[src/rtl/trigger_pkg.sv]
// Shared trigger definitions: CSR addresses, trigger types and tdata1/tcontrol
// field positions. Used by the CSR file and the trigger matcher.
package trigger_pkg;

  localparam logic [11:0] CSR_TSELECT  = 12'h7A0;
  localparam logic [11:0] CSR_TDATA1   = 12'h7A1;
  localparam logic [11:0] CSR_TDATA2   = 12'h7A2;
  localparam logic [11:0] CSR_TDATA3   = 12'h7A3;
  localparam logic [11:0] CSR_TINFO    = 12'h7A4;
  localparam logic [11:0] CSR_TCONTROL = 12'h7A5;
  localparam logic [11:0] CSR_MCONTEXT = 12'h7A8;

  typedef enum logic [3:0] {
    TT_NONE      = 4'd0,
    TT_MCONTROL  = 4'd2,
    TT_ICOUNT    = 4'd3,
    TT_ITRIGGER  = 4'd4,
    TT_ETRIGGER  = 4'd5,
    TT_MCONTROL6 = 4'd6,
    TT_TMEXT     = 4'd7
  } trig_type_e;

  localparam int unsigned TD1_TYPE_MSB      = 31;
  localparam int unsigned TD1_TYPE_LSB      = 28;
  localparam int unsigned TD1_DMODE         = 27;
  localparam int unsigned TD1_HIT_MCONTROL  = 20;
  localparam int unsigned TD1_HIT_MCONTROL6 = 22;
  localparam int unsigned TD1_HIT_ICOUNT    = 24;
  localparam int unsigned TD1_HIT_IETRIG    = 26;
  localparam int unsigned TD1_COUNT_MSB     = 23;
  localparam int unsigned TD1_COUNT_LSB     = 10;
  localparam int unsigned TD1_M             = 9;
  localparam int unsigned COUNT_W           = 14;

  localparam int unsigned TCTRL_MTE  = 3;
  localparam int unsigned TCTRL_MPTE = 7;

  function automatic logic type_supported(input logic [3:0] t);
    return (t >= 4'd2) && (t <= 4'd7);
  endfunction

  function automatic logic [31:0] hit_mask(input trig_type_e t);
    logic [31:0] m;
    m = '0;
    case (t)
      TT_MCONTROL:              m[TD1_HIT_MCONTROL]  = 1'b1;
      TT_MCONTROL6:             m[TD1_HIT_MCONTROL6] = 1'b1;
      TT_ICOUNT:                m[TD1_HIT_ICOUNT]    = 1'b1;
      TT_ITRIGGER, TT_ETRIGGER: m[TD1_HIT_IETRIG]    = 1'b1;
      default:                  m = '0;
    endcase
    return m;
  endfunction

endpackage

[src/rtl/trigger_slot.sv]
// One trigger slot: tdata1/2/3, the icount counter and the hit-bit logic.
// Write enables arrive already qualified by address, selection and dmode.
module trigger_slot
  import trigger_pkg::*;
(
  input  logic        clk,
  input  logic        rst,
  input  logic        wr_tdata1,
  input  logic        wr_tdata2,
  input  logic        wr_tdata3,
  input  logic [31:0] wdata,
  input  logic        debug_mode,
  input  logic        retire,
  input  logic        mte,
  input  logic        hit,
  output logic [31:0] tdata1,
  output logic [31:0] tdata2,
  output logic [31:0] tdata3,
  output logic [31:0] icount_counter
);

  logic [31:0]        td1_q;
  logic [31:0]        td2_q;
  logic [31:0]        td3_q;
  logic [COUNT_W-1:0] count_q;
  logic [31:0]        td1_wr_val;
  logic               dec_en;
  trig_type_e         ttype;

  assign ttype = trig_type_e'(td1_q[TD1_TYPE_MSB:TD1_TYPE_LSB]);

  assign dec_en = (ttype == TT_ICOUNT) && td1_q[TD1_M] && mte && !debug_mode
                  && retire && (count_q != '0);

  // Unsupported types collapse the whole register to 0 (disabled).
  always_comb begin
    td1_wr_val = '0;
    if (type_supported(wdata[TD1_TYPE_MSB:TD1_TYPE_LSB])) begin
      td1_wr_val = wdata;
      if (!debug_mode) td1_wr_val[TD1_DMODE] = 1'b0;
    end
  end

  always_ff @(posedge clk or posedge rst) begin
    if (rst) begin
      td1_q   <= '0;
      td2_q   <= '0;
      td3_q   <= '0;
      count_q <= '0;
    end else begin
      if (wr_tdata1) begin
        td1_q <= td1_wr_val;
        if (td1_wr_val[TD1_TYPE_MSB:TD1_TYPE_LSB] == TT_ICOUNT)
          count_q <= td1_wr_val[TD1_COUNT_MSB:TD1_COUNT_LSB];
      end else begin
        if (hit)    td1_q   <= td1_q | hit_mask(ttype);
        if (dec_en) count_q <= count_q - COUNT_W'(1);
      end
      if (wr_tdata2) td2_q <= wdata;
      if (wr_tdata3) td3_q <= wdata;
    end
  end

  assign tdata1 = (ttype == TT_ICOUNT) ? {td1_q[31:24], count_q, td1_q[9:0]} : td1_q;
  assign tdata2 = td2_q;
  assign tdata3 = td3_q;
  assign icount_counter = {{(32 - COUNT_W){1'b0}}, count_q};

endmodule

[src/rtl/trigger_csr_file.sv]
// Trigger CSR file: tselect, per-slot tdata, tcontrol and mcontext with a
// 1-cycle CSR read port. Optional mcontext storage via TRIGGER_MCONTEXT_EN.
module trigger_csr_file
  import trigger_pkg::*;
#(
  parameter int unsigned NUM_TRIGGERS = 4,
  parameter logic [31:0] TINFO_MASK   = 32'h0000_00FC
) (
  input  logic                       clk,
  input  logic                       rst,
  input  logic                       csr_req,
  input  logic                       csr_we,
  input  logic [11:0]                csr_addr,
  input  logic [31:0]                csr_wdata,
  output logic                       csr_rvalid,
  output logic [31:0]                csr_rdata,
  output logic                       csr_err,
  input  logic                       debug_mode,
  input  logic                       instruction_retired,
  input  logic                       trap_taken,
  input  logic                       mret,
  input  logic [NUM_TRIGGERS-1:0]    trigger_hit,
  output logic [1:0]                 tselect,
  output logic [NUM_TRIGGERS*32-1:0] tdata1,
  output logic [NUM_TRIGGERS*32-1:0] tdata2,
  output logic [NUM_TRIGGERS*32-1:0] tdata3,
  output logic [31:0]                tcontrol,
  output logic [31:0]                mcontext,
  output logic [NUM_TRIGGERS*32-1:0] icount_counter
);

  logic [1:0]              tselect_q;
  logic                    mte_q;
  logic                    mpte_q;
  logic [31:0]             sel_td1, sel_td2, sel_td3;
  logic [31:0]             rdata_d;
  logic                    owned;
  logic                    is_tdata;
  logic                    wr;
  logic                    dmode_block;
  logic [NUM_TRIGGERS-1:0] wr_td1, wr_td2, wr_td3;

  assign wr       = csr_req && csr_we;
  assign is_tdata = (csr_addr == CSR_TDATA1) || (csr_addr == CSR_TDATA2) ||
                    (csr_addr == CSR_TDATA3);
  assign owned    = is_tdata || (csr_addr == CSR_TSELECT) || (csr_addr == CSR_TINFO) ||
                    (csr_addr == CSR_TCONTROL) || (csr_addr == CSR_MCONTEXT);

  always_comb begin
    sel_td1 = '0;
    sel_td2 = '0;
    sel_td3 = '0;
    for (int unsigned i = 0; i < NUM_TRIGGERS; i++) begin
      if (tselect_q == 2'(i)) begin
        sel_td1 = tdata1[i*32 +: 32];
        sel_td2 = tdata2[i*32 +: 32];
        sel_td3 = tdata3[i*32 +: 32];
      end
    end
  end

  assign dmode_block = sel_td1[TD1_DMODE] && !debug_mode;

  always_comb begin
    wr_td1 = '0;
    wr_td2 = '0;
    wr_td3 = '0;
    for (int unsigned i = 0; i < NUM_TRIGGERS; i++) begin
      if (wr && !dmode_block && (tselect_q == 2'(i))) begin
        wr_td1[i] = (csr_addr == CSR_TDATA1);
        wr_td2[i] = (csr_addr == CSR_TDATA2);
        wr_td3[i] = (csr_addr == CSR_TDATA3);
      end
    end
  end

  always_comb begin
    rdata_d = '0;
    case (csr_addr)
      CSR_TSELECT:  rdata_d = {30'b0, tselect_q};
      CSR_TDATA1:   rdata_d = sel_td1;
      CSR_TDATA2:   rdata_d = sel_td2;
      CSR_TDATA3:   rdata_d = sel_td3;
      CSR_TINFO:    rdata_d = TINFO_MASK;
      CSR_TCONTROL: rdata_d = tcontrol;
      CSR_MCONTEXT: rdata_d = mcontext;
      default:      rdata_d = '0;
    endcase
  end

  always_ff @(posedge clk or posedge rst) begin
    if (rst) begin
      csr_rvalid <= 1'b0;
      csr_rdata  <= '0;
      csr_err    <= 1'b0;
    end else begin
      csr_rvalid <= csr_req;
      csr_rdata  <= csr_req ? rdata_d : '0;
      csr_err    <= csr_req && (!owned || (wr && is_tdata && dmode_block));
    end
  end

  always_ff @(posedge clk or posedge rst) begin
    if (rst) begin
      tselect_q <= '0;
    end else if (wr && (csr_addr == CSR_TSELECT) && (csr_wdata < NUM_TRIGGERS)) begin
      tselect_q <= csr_wdata[1:0];
    end
  end

  // Trap/mret take priority over a same-cycle CSR write to tcontrol.
  always_ff @(posedge clk or posedge rst) begin
    if (rst) begin
      mte_q  <= 1'b0;
      mpte_q <= 1'b0;
    end else if (trap_taken) begin
      mpte_q <= mte_q;
      mte_q  <= 1'b0;
    end else if (mret) begin
      mte_q <= mpte_q;
    end else if (wr && (csr_addr == CSR_TCONTROL)) begin
      mte_q  <= csr_wdata[TCTRL_MTE];
      mpte_q <= csr_wdata[TCTRL_MPTE];
    end
  end

  always_comb begin
    tcontrol             = '0;
    tcontrol[TCTRL_MTE]  = mte_q;
    tcontrol[TCTRL_MPTE] = mpte_q;
  end

`ifdef TRIGGER_MCONTEXT_EN
  logic [31:0] mcontext_q;
  always_ff @(posedge clk or posedge rst) begin
    if (rst) begin
      mcontext_q <= '0;
    end else if (wr && (csr_addr == CSR_MCONTEXT)) begin
      mcontext_q <= csr_wdata;
    end
  end
  assign mcontext = mcontext_q;
`else
  assign mcontext = '0;
`endif

  assign tselect = tselect_q;

  for (genvar g = 0; g < NUM_TRIGGERS; g++) begin : g_slot
    trigger_slot u_slot (
      .clk            (clk),
      .rst            (rst),
      .wr_tdata1      (wr_td1[g]),
      .wr_tdata2      (wr_td2[g]),
      .wr_tdata3      (wr_td3[g]),
      .wdata          (csr_wdata),
      .debug_mode     (debug_mode),
      .retire         (instruction_retired),
      .mte            (mte_q),
      .hit            (trigger_hit[g]),
      .tdata1         (tdata1[g*32 +: 32]),
      .tdata2         (tdata2[g*32 +: 32]),
      .tdata3         (tdata3[g*32 +: 32]),
      .icount_counter (icount_counter[g*32 +: 32])
    );
  end

endmodule

[config.mk]
export PLATFORM = sky130hd
export DESIGN_NAME = trigger_csr_file
export DESIGN_NICKNAME = d
export VERILOG_FILES = /design/src/rtl/trigger_pkg.sv /design/src/rtl/trigger_slot.sv /design/src/rtl/trigger_csr_file.sv
export SDC_FILE = /design/constraint.sdc
export NUM_CORES = 1
export LEC_CHECK = 0
export CAP_MARGIN = 20
export CORE_AREA = 2 2 259 261
export DETAILED_ROUTE_END_ITERATION = 6
export DIE_AREA = 0 0 261 263
export GPL_TIMING_DRIVEN = 0
export PLACE_DENSITY_LB_ADDON = 0.15
export SLEW_MARGIN = 20
export SYNTH_ARGS = -nofsm -noshare
export SYNTH_HDL_FRONTEND = slang
export SYNTH_HIERARCHICAL = 1
export SYNTH_SLANG_ARGS = --single-unit
[constraint.sdc]
create_clock -name clk -period 4.75 [get_ports clk]
set_input_delay 0.7125 -clock clk [delete_from_list [all_inputs] [get_ports clk]]
set_output_delay 0.7125 -clock clk [all_outputs]
set_load 0.05 [all_outputs]
# --- Yosys cells after proc, flatten, opt, wreduce, memory -nomap -nowiden ---
# Cells that the tools add are included.
word_totals:
  regBits: 478
  out_inout_bits: 612
classes:
  addsub: 4
  magnitude_cmp: 3
  eq_ne: 36
  n_mux: 127
  n_bitwise: 4
  reduce_logical: 68
ops:
  columns: ["op", "count"]
  rows:
  - ["2-to-1 mux 32 bit", 22]
  - ["case mux 32 bit (6 select lines)", 1]
  - ["2-to-1 mux 20 bit", 8]
  - ["bitwise OR 32 bit", 4]
  - ["2-to-1 mux 14 bit", 9]
  - ["2-to-1 mux 24 bit", 4]
  - ["== test 12 x 11 -> 1 bit, second input constant", 7]
  - ["2-to-1 mux 1 bit", 75]
  - ["nonzero test 14 bit", 4]
  - ["subtractor 14 x 1 -> 14 bit, second input constant", 4]
  - ["== test 4 x 3 -> 1 bit, second input constant", 12]
  - ["2-to-1 mux 5 bit", 8]
  - ["== test 4 x 2 -> 1 bit, second input constant", 9]
  - ["logical AND 1 bit", 34]
  - ["less-than comparator 32 x 3 -> 1 bit, second input constant", 1]
  - ["nonzero test 2 bit", 9]
  - ["!= test 2 bit, second input constant", 5]
  - ["AND reduction 2 bit", 5]
  - ["OR reduction 2 bit", 4]
  - ["logical OR 1 bit", 7]
  - ["== test 2 bit, second input constant", 2]
  - [">= comparator 4 x 2 -> 1 bit, second input constant", 1]
  - ["less-or-equal comparator 4 x 3 -> 1 bit, second input constant", 1]
  - ["logical NOT 1 bit", 3]
  - ["other kinds (3)", 3]

# --- Logic depth before layout (Yosys ltp) ---
logic_depth:
  ltp_word: 15
  ltp_mapped: 16
  mapped_depth_nobuf: 10

# --- By module ---
# Netlist, hierarchy kept.
modules_own_cells:
  columns: ["mod", "instances", "cells_per_inst", "area_per_inst_um2", "seq_area_each_um2"]
  rows:
  - ["trigger_slot at g_slot[0].u_slot ...", 3, 422, 4927.2, 2752.6]
  - ["trigger_csr_file", 1, 475, 4949.7, 950.9]
  - ["trigger_slot at g_slot[3].u_slot", 1, 425, 4897.2, 2752.6]

# --- Worst setup path after synthesis ---
# Ideal clock, no wire load.
synth_path:
  path_kind: "input to register"
  from: "in csr_addr[6]"
  to: "reg g_slot[0].u_slot.count_q[10]"
  t_arrival_ns: 3.189
  t_required_ns: 4.679
  setup_slack_ns: 1.490
  path_stages: 14
  path_buffers: 5
  path_cell_list: "and4bb_2 and4_1 buf_4 buf_6 buf_4 nand2_1 nor3_1 buf_2 nor2b_1 nand4b_1 o21a_1 buf_2 or4_1 nand4_1"
synth_between:
  elab_chain_cells: 4
synth_lines:
  columns: ["item", "line", "rtl"]
  rows:
  - ["start, declared", "trigger_csr_file.sv:13", "input logic [11:0] csr_addr,"]
  - ["== test 12 x 11 -> 1 bit *", "trigger_csr_file.sv:70", "wr_td1[i] = (csr_addr == CSR_TDATA1);"]
  - ["2-to-1 mux 1 bit *", "trigger_csr_file.sv:69", "if (wr && !dmode_block && (tselect_q == 2'(i))) begin"]
  - ["named net wr_td1[0]", "trigger_csr_file.sv:41", "logic [NUM_TRIGGERS-1:0] wr_td1, wr_td2, wr_td3;"]
  - ["!= test 2 bit (no source line) / nonzero test 2 bit (equally long branches)", null, null]
  - ["AND reduction 2 bit (no source line)", null, null]
  - ["end signal, assigned", "trigger_slot.sv:54", "count_q <= td1_wr_val[TD1_COUNT_MSB:TD1_COUNT_LSB];"]
  - ["end signal, assigned", "trigger_slot.sv:57", "if (dec_en) count_q <= count_q - COUNT_W'(1);"]
  - ["end, declared", "trigger_slot.sv:25", "logic [COUNT_W-1:0] count_q;"]
# The timed path passes the listed nets; every way through them passes the cells marked *.
# A chain may end at the register's enable or synchronous reset.

# --- Final worst setup path ---
layout_path:
  from: "in csr_addr[8]"
  to: "reg g_slot[3].u_slot.td1_q[12]"
layout_between:
  elab_chain_cells: 3
layout_lines:
  columns: ["item", "line", "rtl"]
  rows:
  - ["== test 12 x 11 -> 1 bit *", "trigger_csr_file.sv:70", null]
  - ["2-to-1 mux 1 bit *", "trigger_csr_file.sv:69", null]
  - ["named net wr_td1[3]", "trigger_csr_file.sv:41", null]
  - ["2-to-1 mux 32 bit / nonzero test 2 bit (equally long branches)", null, null]
  - ["end signal, assigned", "trigger_slot.sv:52", "td1_q <= td1_wr_val;"]
  - ["end signal, assigned", "trigger_slot.sv:56", "if (hit) td1_q <= td1_q | hit_mask(ttype);"]
  - ["end, declared", "trigger_slot.sv:22", "logic [31:0] td1_q;"]
# Marked as above.

==> impl_results.md <==
- Sequential area share after synthesis: 0.486
- Type of the worst min-delay path: register to register
- TritonCTS buffer count: 57
- I/O pin count: 668
- Die area: between 0.06 and 0.07 mm2
- Number of synthesized flops with an enable pin: 0
- Clk buf depth: 3
- Final setup fails: 0
- CTS tree: done
- PD cells: roughly 280 mW/mm2
- Max cap viols: 0
- FMAX: 0.218 GHz
- Num Clock Sinks: about 480
- Worst-Margin Slew: between 1000 and 1500 ps
- Post-Synth XOR/XNOR Area: 0
- Buffers added on ports: 532
- Layout Nets: between 2000 and 3000
- Synth top area cells: dfrtp_1, mux2_2, buf_4, mux4_2, o21ai_0
- WS Path Type: primary input to register
- Initial core utilization: 0.375
- Fin area: about 0.034 mm2
- Worst-path clk slew: approximately 60 ps
- Count leader, synth: dfrtp_1
- Flops & latches, synth: about 480
- Fin Clk Skew: roughly 27 ps
- Synth warnings: 6
- # placed instances: between 3000 and 4000
- GR Util met1: 0.436
- Critical path peak fanout: 10
- Row count: 94
- Clk root buf: clkbuf_16
- GRT Max-Usage Layer: met2
- Fraction of layout cells with a size suffix above 1: 0.254
- Period Utilization, post-route: 0.966
- Post-synthesis mux area share: 0.196
- Synth top cells by count: dfrtp_1, mux2_2, buf_4
- Die Width: ~260 um
- 1st-pass router iterations: 5
- Peak supply drop: about 0.33 mV
- Critical path required time: ~5300 ps
- RSZ-0062 raised after global routing: false
- H-tree Lvls: 2
- Grt met2 use: 0.548
- Largest net degree at the start of global routing: 77
- Post-synth ARST share: 1.00
- Setup TNS: 0 ps
- Power, Total: between 0.009 and 0.01 W
- GRT Total Usage: 0.343
- Final Max Slew Viols: 0
- Drc violations: 0
- Element type at the critical path start: primary input
- Vias in the first global route: 21600
- Leakage: between 15 and 20 nW
- Post-Synthesis Cells: 2166
- Area delta synth->final: 37.0%
- Final min period: ~4600 ps
- Arr. time, crit path: 5140 ps
- Run status: finished clean
- Synthesized area: between 0.02 and 0.025 mm2
- Hold_buf cts: 0
- Worst-Skew Late Latency: approximately 640 ps
- Routed vias/inst: 5.74
- Die height: ~260 um
- First-pass GRT wire length: between 150000 and 200000 um
- Met3 Track Usage GR: 0.0905
- Vias: about 22000
- Gpl congestion: 0.904
- Largest area contributor in the netlist: dfrtp_1
- Post-synthesis adder-cell area fraction: 0.00203
- Dpl hpwl: ~89000 um
- Critical Path Sink Type: register
- Simple-Gate Fraction of Synth Area: 0.0904
- Area after DPL: 0.0317 mm2
- ANT nets after route: 0
- Grt total ovfl: 0
- Synth cell types: between 70 and 80
- Share of the synthesized area in the top cell type: 0.486
- Fin cells: 3808
- Top FF cell, synth: dfrtp_1
- Avg Cell Area, Syn: 11.4 um2
- Main combinational cell family by area after synthesis: multiplexers
- Post-CTS resize count: 0
- Rel. slew slack: 0.152
- WL final: ~120000 um
- Core area: around 0.066 mm2
- Post-synthesis compound-gate area fraction: 0.122
- DR iter-0 viols: 2241
- Initial antenna violation count: 2
- Setup Buffers After CTS: 0
- Final Hold Fails: 0
- Routed WL per cell: between 30 and 40 um
==> layer usage <==
layer	vias up	wire length, um	share of wire
li1	9023	-	-
met1	11300	46100	0.38
met2	1260	56300	0.47
met3	268	11800	0.098
met4	2	6020	0.050
met5	-	15	0.00012
==> final cells by class <==
class	instances	area (um2)
diodes	3	7.51
plain buffers	349	2230
clock buffers	80	1680
clock inverters	26	339
fillers	5894	31900
inverters	83	342
multi-input cells	1385	10600
flip-flops and latches	478	12000
well taps	864	1080
repair buffers	540	5470
==> final timing paths <==
kind | start | to | slack (ps) | cells past startpoint
setup / recovery | csr_addr[8] | g_slot[3].u_slot/td1_q[12] | 160 | 15
hold / removal | g_slot[3].u_slot/td1_q[20] | g_slot[3].u_slot/td1_q[20] | 510 | 1
setup reg to reg | tselect[0] | g_slot[3].u_slot/td1_q[12] | 300 | 12
hold reg to reg | g_slot[3].u_slot/td1_q[20] | g_slot[3].u_slot/td1_q[20] | 510 | 1
max in group asynchronous | rst | g_slot[2].u_slot/tdata3[23] | 2940 | 3
min in group asynchronous | rst | g_slot[0].u_slot/tdata2[2] | 990 | 2
==> sequential cells by signal (all words and copies together) (netlist names) <==
name / count
mte_q: 1
g_slot.u_slot/td1_q: 128
csr_err: 1
tselect: 2
csr_rvalid: 1
csr_rdata: 32
g_slot.u_slot/count_q: 56
mpte_q: 1
g_slot.u_slot/tdata2: 128
g_slot.u_slot/tdata3: 128
==> stage by stage <==
stage          hold slack, ps  utilization  setup slack, ps
2_1_floorplan             467            -             1140
3_3_place_gp              481        0.480            -1860
3_5_place_dp              492        0.483             -351
4_1_cts                   484        0.514              220
5_1_grt                   523        0.514             35.9
6_report                  509        0.514              161
==> report_power, final <==
| group | switching [W] | internal [W] |
|---|---|---|
| Combinational | 0.000526 | 0.000160 |
| Clock | 0.00188 | 0.00284 |
| Sequential | 0.00000575 | 0.00408 |
==> cell usage in the layout, fill, tap and decap left out, types with 13 or more instances in the layout <==
| cell type | netlist | routed |
|---|---|---|
| clkdlybuf4s50_1 | 0 | 529 |
| dfrtp_1 | 478 | 478 |
| mux2_2 | 269 | 269 |
| buf_4 | 223 | 224 |
| o21ai_0 | 195 | 194 |
| nand2_1 | 172 | 172 |
| conb_1 | 5 | 134 |
| inv_1 | 81 | 76 |
| mux4_2 | 72 | 72 |
| clkbuf_1 | 64 | 67 |
| a21oi_1 | 63 | 63 |
| clkbuf_16 | 0 | 57 |
| a22o_1 | 50 | 50 |
| a22oi_1 | 44 | 44 |
| nor2_1 | 44 | 43 |
| nand3_1 | 33 | 33 |
| nor3_1 | 30 | 30 |
| buf_1 | 30 | 30 |
| buf_2 | 26 | 29 |
| nor4_1 | 25 | 24 |
| nor2b_1 | 20 | 20 |
| mux2i_1 | 17 | 17 |
| clkbuf_8 | 0 | 17 |
| clkinv_2 | 0 | 13 |
==> worst max-delay path, cell delays in order <==
cell and delay (ps):
clkdlybuf4s50_1 480, and4b_1 330, and4_1 230, buf_4 200
buf_6 180, buf_4 270, nand2_1 160, nor2_1 120
clkbuf_1 520, and2_1 220, clkbuf_1 340, clkbuf_1 630
clkbuf_1 510, nand2_1 120, o21ai_0 120
==> kinds of logic after synthesis <==
group	count (synthesis)
buffers and inverters	432
other	5
AO/OA/AOI/OAI	468
AND/OR/NAND/NOR	421
multiplexers	358
flip-flops	478
adder cells (fa/ha/maj)	4
Note: power is estimated with default switching activity, not from simulation.
